### config.mk
export PLATFORM = sky130hd
export DESIGN_NAME = matrix_mult_ctrl_flat
export DESIGN_NICKNAME = d
export VERILOG_FILES = /design/src/rtl/matrix_mult_ctrl_if.sv /design/src/rtl/matrix_mult_ctrl.sv /design/src/flat_wrapper.sv
export SDC_FILE = /design/constraint.sdc
export NUM_CORES = 1
export LEC_CHECK = 0
export ABC_AREA = 1
export CORE_ASPECT_RATIO = 1.5
export CORE_MARGIN = 5
export CORE_UTILIZATION = 45
export CTS_BUF_LIST = sky130_fd_sc_hd__clkbuf_2
export CTS_CLUSTER_SIZE = 12
export DETAILED_ROUTE_END_ITERATION = 8
export GPL_TIMING_DRIVEN = 0
export PLACE_DENSITY_LB_ADDON = 0.15
export SLEW_MARGIN = 5
export SYNTH_ARGS = -nofsm -noshare
export SYNTH_HDL_FRONTEND = slang
export SYNTH_SLANG_ARGS = --single-unit
### constraint.sdc
create_clock -name clk -period 7.4 [get_ports clk]
set_input_delay 1.48 -clock clk [delete_from_list [all_inputs] [get_ports clk]]
set_output_delay 1.48 -clock clk [all_outputs]
set_load 0.02 [all_outputs]
### src/rtl/matrix_mult_ctrl_if.sv
// Host handshake plus single-port matrix RAM bus for the 3x3 matrix multiply sequencer.
// The master modport is the sequencer side; the slave modport is the host/RAM side.
interface matrix_mult_ctrl_if #(
    parameter int DW = 8,
    parameter int AW = 5
);
    logic          start;
    logic          busy;
    logic          done;
    logic [AW-1:0] mem_addr;
    logic          mem_wren;
    logic [DW-1:0] mem_din;
    logic [DW-1:0] mem_dout;

    modport master (
        input  start,
        input  mem_dout,
        output busy,
        output done,
        output mem_addr,
        output mem_wren,
        output mem_din
    );

    modport slave (
        output start,
        output mem_dout,
        input  busy,
        input  done,
        input  mem_addr,
        input  mem_wren,
        input  mem_din
    );
endinterface

### src/rtl/matrix_mult_ctrl.sv
// Sequencer for C = A*B on 3x3 matrices held in a shared single-port RAM.
// It loads A and B, multiply-accumulates one product per cycle, then writes C back.
module matrix_mult_ctrl #(
    parameter int DW     = 8,
    parameter int N      = 3,
    parameter int A_BASE = 0,
    parameter int B_BASE = 9,
    parameter int C_BASE = 18,
    parameter int AW     = 5,
    parameter int RD_LAT = 2
) (
    input  logic               clk,
    input  logic               rst_n,
    matrix_mult_ctrl_if.master bus
);
    localparam int NN       = N * N;
    localparam int LOAD_CYC = 2 * NN + RD_LAT;
    localparam int ACC_W    = 2 * DW + 2;
    localparam int EW       = (NN > 1) ? $clog2(NN) : 1;
    localparam int IW       = (N > 1) ? $clog2(N) : 1;
    localparam int CW       = $clog2(LOAD_CYC);

    typedef enum logic [2:0] {
        IDLE,
        LOAD,
        CALC,
        STORE,
        DONE
    } state_t;

    state_t state, state_next;

    logic [CW-1:0]    cnt, cnt_next;
    logic [IW-1:0]    i_idx, j_idx, k_idx;
    logic [IW-1:0]    i_next, j_next, k_next;
    logic [AW-1:0]    addr_q, addr_next;
    logic             wren_q, wren_next;
    logic [DW-1:0]    din_q, din_next;

    logic [DW-1:0]    a_file [NN];
    logic [DW-1:0]    b_file [NN];
    logic [DW-1:0]    c_file [NN];
    logic [ACC_W-1:0] acc;

    logic [DW-1:0]    a_sel, b_sel;
    logic [2*DW-1:0]  prod;
    logic [ACC_W-1:0] acc_base, acc_sum;

    // Load cycle c reads A element c first, then B element c-NN.
    function automatic logic [AW-1:0] load_addr(input int c);
        if (c < NN) begin
            return AW'(A_BASE + c);
        end
        return AW'(B_BASE + c - NN);
    endfunction

    assign bus.busy     = (state == LOAD) || (state == CALC) || (state == STORE);
    assign bus.done     = (state == DONE);
    assign bus.mem_addr = addr_q;
    assign bus.mem_wren = wren_q;
    assign bus.mem_din  = din_q;

    assign a_sel    = a_file[EW'(int'(i_idx) * N + int'(k_idx))];
    assign b_sel    = b_file[EW'(int'(k_idx) * N + int'(j_idx))];
    assign prod     = {{DW{1'b0}}, a_sel} * {{DW{1'b0}}, b_sel};
    assign acc_base = (k_idx == '0) ? '0 : acc;
    assign acc_sum  = acc_base + {{(ACC_W - 2*DW){1'b0}}, prod};

    always_ff @(posedge clk or negedge rst_n) begin
        if (!rst_n) begin
            state  <= IDLE;
            cnt    <= '0;
            i_idx  <= '0;
            j_idx  <= '0;
            k_idx  <= '0;
            addr_q <= '0;
            wren_q <= 1'b0;
            din_q  <= '0;
        end else begin
            state  <= state_next;
            cnt    <= cnt_next;
            i_idx  <= i_next;
            j_idx  <= j_next;
            k_idx  <= k_next;
            addr_q <= addr_next;
            wren_q <= wren_next;
            din_q  <= din_next;
        end
    end

    // RAM outputs are computed one cycle ahead so they come straight from flops.
    always_comb begin
        state_next = state;
        cnt_next   = cnt;
        i_next     = i_idx;
        j_next     = j_idx;
        k_next     = k_idx;
        addr_next  = addr_q;
        wren_next  = 1'b0;
        din_next   = din_q;
        case (state)
            IDLE: begin
                addr_next = '0;
                if (bus.start) begin
                    state_next = LOAD;
                    cnt_next   = '0;
                    addr_next  = load_addr(0);
                end
            end
            LOAD: begin
                cnt_next = cnt + CW'(1);
                if (int'(cnt) < 2*NN - 1) begin
                    addr_next = load_addr(int'(cnt) + 1);
                end
                if (int'(cnt) == LOAD_CYC - 1) begin
                    state_next = CALC;
                    cnt_next   = '0;
                    i_next     = '0;
                    j_next     = '0;
                    k_next     = '0;
                end
            end
            CALC: begin
                k_next = k_idx + IW'(1);
                if (int'(k_idx) == N - 1) begin
                    k_next = '0;
                    j_next = j_idx + IW'(1);
                    if (int'(j_idx) == N - 1) begin
                        j_next = '0;
                        i_next = i_idx + IW'(1);
                        if (int'(i_idx) == N - 1) begin
                            i_next     = '0;
                            state_next = STORE;
                            cnt_next   = '0;
                            wren_next  = 1'b1;
                            addr_next  = AW'(C_BASE);
                            din_next   = c_file[0];
                        end
                    end
                end
            end
            STORE: begin
                if (int'(cnt) == NN - 1) begin
                    state_next = DONE;
                    cnt_next   = '0;
                    addr_next  = '0;
                    din_next   = '0;
                end else begin
                    cnt_next  = cnt + CW'(1);
                    wren_next = 1'b1;
                    addr_next = AW'(C_BASE + int'(cnt) + 1);
                    din_next  = c_file[EW'(int'(cnt) + 1)];
                end
            end
            DONE: begin
                state_next = IDLE;
                addr_next  = '0;
            end
            default: begin
                state_next = IDLE;
                addr_next  = '0;
            end
        endcase
    end

    // Word for load cycle c arrives RD_LAT cycles later; C keeps only the low DW bits.
    always_ff @(posedge clk or negedge rst_n) begin
        if (!rst_n) begin
            for (int e = 0; e < NN; e++) begin
                a_file[e] <= '0;
                b_file[e] <= '0;
                c_file[e] <= '0;
            end
            acc <= '0;
        end else begin
            if (state == LOAD && int'(cnt) >= RD_LAT) begin
                if (int'(cnt) - RD_LAT < NN) begin
                    a_file[EW'(int'(cnt) - RD_LAT)] <= bus.mem_dout;
                end else begin
                    b_file[EW'(int'(cnt) - RD_LAT - NN)] <= bus.mem_dout;
                end
            end
            if (state == CALC) begin
                acc <= acc_sum;
                if (int'(k_idx) == N - 1) begin
                    c_file[EW'(int'(i_idx) * N + int'(j_idx))] <= acc_sum[DW-1:0];
                end
            end
        end
    end
endmodule

### src/flat_wrapper.sv
// flat-port wrapper written by rule: the top's interface ports become plain ports
module matrix_mult_ctrl_flat 
#(
    parameter int DW     = 8,
    parameter int N      = 3,
    parameter int A_BASE = 0,
    parameter int B_BASE = 9,
    parameter int C_BASE = 18,
    parameter int AW     = 5,
    parameter int RD_LAT = 2
)
  (clk, rst_n, bus_start, bus_mem_dout, bus_busy, bus_done, bus_mem_addr, bus_mem_wren, bus_mem_din);
  matrix_mult_ctrl_if #(.DW(DW), .AW(AW)) bus_i ();
  input  logic clk;
  input  logic rst_n;
  input wire logic [$bits(bus_i.start)-1:0] bus_start;
  input wire logic [$bits(bus_i.mem_dout)-1:0] bus_mem_dout;
  output wire logic [$bits(bus_i.busy)-1:0] bus_busy;
  output wire logic [$bits(bus_i.done)-1:0] bus_done;
  output wire logic [$bits(bus_i.mem_addr)-1:0] bus_mem_addr;
  output wire logic [$bits(bus_i.mem_wren)-1:0] bus_mem_wren;
  output wire logic [$bits(bus_i.mem_din)-1:0] bus_mem_din;
  assign bus_i.start = bus_start;
  assign bus_i.mem_dout = bus_mem_dout;
  assign bus_busy = bus_i.busy;
  assign bus_done = bus_i.done;
  assign bus_mem_addr = bus_i.mem_addr;
  assign bus_mem_wren = bus_i.mem_wren;
  assign bus_mem_din = bus_i.mem_din;
  matrix_mult_ctrl #(.DW(DW), .N(N), .A_BASE(A_BASE), .B_BASE(B_BASE), .C_BASE(C_BASE), .AW(AW), .RD_LAT(RD_LAT)) u_core (.clk(clk), .rst_n(rst_n), .bus(bus_i));
endmodule
==> flow_metrics.env <==
export IMPL_status="finished, final reports clean"
export IMPL_rsz0062_at_grt="no"
export IMPL_grt_pass1_wl_um=60300
export IMPL_clock_latency_ps=920
export IMPL_synthDistinctLibCells=48
export IMPL_grt_busiest_layer="met2"
export IMPL_crit_slowest_cell="fa_1"
export IMPL_dieArea_sq_um=34000
export IMPL_fin_nets=1850
export IMPL_ys_seq_area_share_pct=46.2
export IMPL_drt_initial_drc_count=784
export IMPL_ctsHoldBuffers=0
export IMPL_root_buffer="clkbuf_2"
export IMPL_setup_viol=0
export IMPL_grt_util_met2_pct=39.0
export IMPL_synth_most_common_cell="nand2_1"
export IMPL_place_hpwl_um=26700
export IMPL_worst_path_largest_cell_delay_ps=540
export IMPL_drcViolationCount=0
export IMPL_grt_antenna_before_repair=1
export IMPL_yosys_top_cells_area="dfrtp_1 (46%), nand2_1 (13%), o21ai_0 (6.5%)"
export IMPL_syn_nets=1750
export IMPL_tns_ps=0
export IMPL_synth_enable_flop_cells=0
export IMPL_start_util_pct=45.4
export IMPL_cp_required_ps=8100
export IMPL_hold_path_class="reg -> reg"
export IMPL_cts_sinks=252
export IMPL_route_vias_total=11400
export IMPL_cp_arrival_ps=7570
export IMPL_critPathKind="reg -> reg"
export IMPL_die_w_um=152
export IMPL_startpoint_type="flop"
export IMPL_drv_cap=0
export IMPL_grt_overflow_total=0
export IMPL_clockBufferDepth=3
export IMPL_layout_drive_gt1_share_pct=13.0
export IMPL_core_region_area_sq_um=30100
export IMPL_routed_via_density=5.15
export IMPL_finClkSkew_ps=119
export IMPL_slew_headroom_pct=34.7
export IMPL_clkTransAtPathRegs_ps=110
export IMPL_gp_congestion=0.865
export IMPL_max_freq_mhz=146
export IMPL_fill_cells=3096
export IMPL_area_delta_synth_final_pct=11.0
export IMPL_async_flop_share_pct=100
export IMPL_grt_max_degree=102
export IMPL_synthCells=1672
export IMPL_netlist_area_sq_um=13600
export IMPL_use_met1_pct=25.2
export IMPL_synth_top_cells_by_count="nand2_1 (489), dfrtp_1 (252), o21ai_0 (178), inv_1 (132), nand3_1 (122)"
export IMPL_ios=27
export IMPL_path_common_cell="nand2_1"
export IMPL_io_buffers=26
export IMPL_grt_use_met3_pct=3.26
export IMPL_tightest_slew_ps=976
export IMPL_synth_seq_cells=252
export IMPL_cts_tree="done"
export IMPL_synth_area_per_cell_sq_um=8.16
export IMPL_die_y_um=223
export IMPL_num_rows=78
export IMPL_dr_pass1_iters=6
export IMPL_critPathMaxFanout=9
export IMPL_seq_area_sq_um=6310
export IMPL_r2r_setup_slack_ps=530
export IMPL_htree_levels=3
export IMPL_hold_viol_final=0
export IMPL_avgRoutedWirePerCell_um=16.4
export IMPL_synth_top_area_share_pct=46.2
export IMPL_endpoint_kind="flop"
export IMPL_drv_slew=0
export IMPL_yosysWarnings=0
export IMPL_synth_area_leader_cell="dfrtp_1"
export IMPL_numCtsBuffers=66
export IMPL_layout_min_cycle_time_ps=6870
export IMPL_ant_nets=0
export IMPL_multi_input_area_sq_um=6290
export IMPL_track_usage_pct=21.9
export IMPL_drt_wl_total_um=36400
export IMPL_fin_crit_sh_pct=92.8
export IMPL_ys_flop_type="dfrtp_1"
export IMPL_grt_pass1_vias=11500
==> flip-flops by register name, indices dropped and copies added, names as in the netlist, 3 cells and up <==
signal,cells
u_core.c_file,72
u_core.state,3
u_core.b_file,72
u_core.a_file,72
u_core.bus.mem_din,8
u_core.cnt,5
u_core.acc,8
u_core.bus.mem_addr,5
==> cells by family (layout without fill, tap and decap cells) <==
group	after synthesis	after routing	share of synthesized area [%]
AO/OA/AOI/OAI	330	330	12.9
AND/OR/NAND/NOR	756	756	24.8
flip-flops	252	252	46.2
other	0	2	0
adder cells (fa/ha/maj)	67	67	7.36
XOR/XNOR	15	15	1.02
buffers and inverters	252	397	7.62
==> metal layers <==
layer  vias to the layer above  wire length, um
li1                       5638                -
met1                      5416            14300
met2                       263            19000
met3                       100             1340
met4                         0             1750
met5                         -                0
==> placed cells by master, fill, tap and decap left out, types with 4 or more instances in the layout <==
cell / netlist / layout
o221ai_1: 5 / 5
buf_2: 22 / 22
inv_1: 132 / 131
clkbuf_2: 0 / 100
fa_1: 22 / 22
buf_6: 5 / 5
inv_2: 23 / 23
nor4_1: 5 / 5
o21ai_0: 178 / 178
xnor2_1: 5 / 5
a21oi_1: 22 / 22
nand3_1: 122 / 122
nor2_1: 69 / 69
nand2_2: 19 / 19
nand3_2: 10 / 10
nand4_2: 8 / 8
o21ai_1: 94 / 94
ha_1: 45 / 45
nand2_1: 489 / 489
nor2_2: 5 / 5
nor3_1: 7 / 7
dfrtp_1: 252 / 252
buf_4: 7 / 11
nand2_4: 4 / 4
clkdlybuf4s50_1: 0 / 25
nand4_4: 4 / 4
clkinv_1: 0 / 8
o211ai_1: 11 / 11
clkbuf_1: 61 / 61
or2_2: 4 / 4
a22oi_1: 8 / 8
xor2_1: 9 / 9
==> metrics by stage <==
stage	cells	area (sq um)	worst slack, ps	hold slack [ps]	util, %
after global placement	2098	14400	-5980	440	47.9
after detailed placement	2100	14500	548	447	48.1
after floorplan	1672	13600	1260	429	-
after global routing	2219	15100	22.9	480	50.3
after CTS	2213	15100	365	430	50.2
final	2219	15100	531	464	50.3
==> what timing repair did <==
action / CTS / global route
buffers inserted: 0 / 4
endpoints found under the setup margin: 0 / 1
resized for setup: 0 / 1
==> critical path, delay by kind of cell, from the launching register on <==
family,cells,cell delay [ps]
AOI/OAI and AO/OA,2,280
adders and majority gates,8,3500
buffers and inverters,9,860
DFF,1,430
and+or+nand+nor,14,1540
==> cell type report <==
class	count	area share (%)
antenna	2	0.0331
inverter	156	3.91
tap	400	3.31
clock buffer	100	3.31
timing repair buffer	32	2.32
buffer	96	2.98
sequential	252	41.7
clock inverter	13	0.885
multi-input combinational	1168	41.6
==> path summary, 6_finish.rpt <==
path	depth (start not counted)	start	to
max	33	u_core.k_idx[1]	u_core.acc[7]
min	1	u_core.b_file[7]	u_core.b_file[7]
max reg2reg	33	u_core.k_idx[1]	u_core.acc[7]
min reg2reg	1	u_core.b_file[7]	u_core.b_file[7]
max in group asynchronous	2	rst_n	u_core.b_file[28]
min in group asynchronous	1	rst_n	u_core.c_file[51]
Power is not shown: default switching activity piles up to over one toggle a cycle in this logic, so the estimate is an artifact.
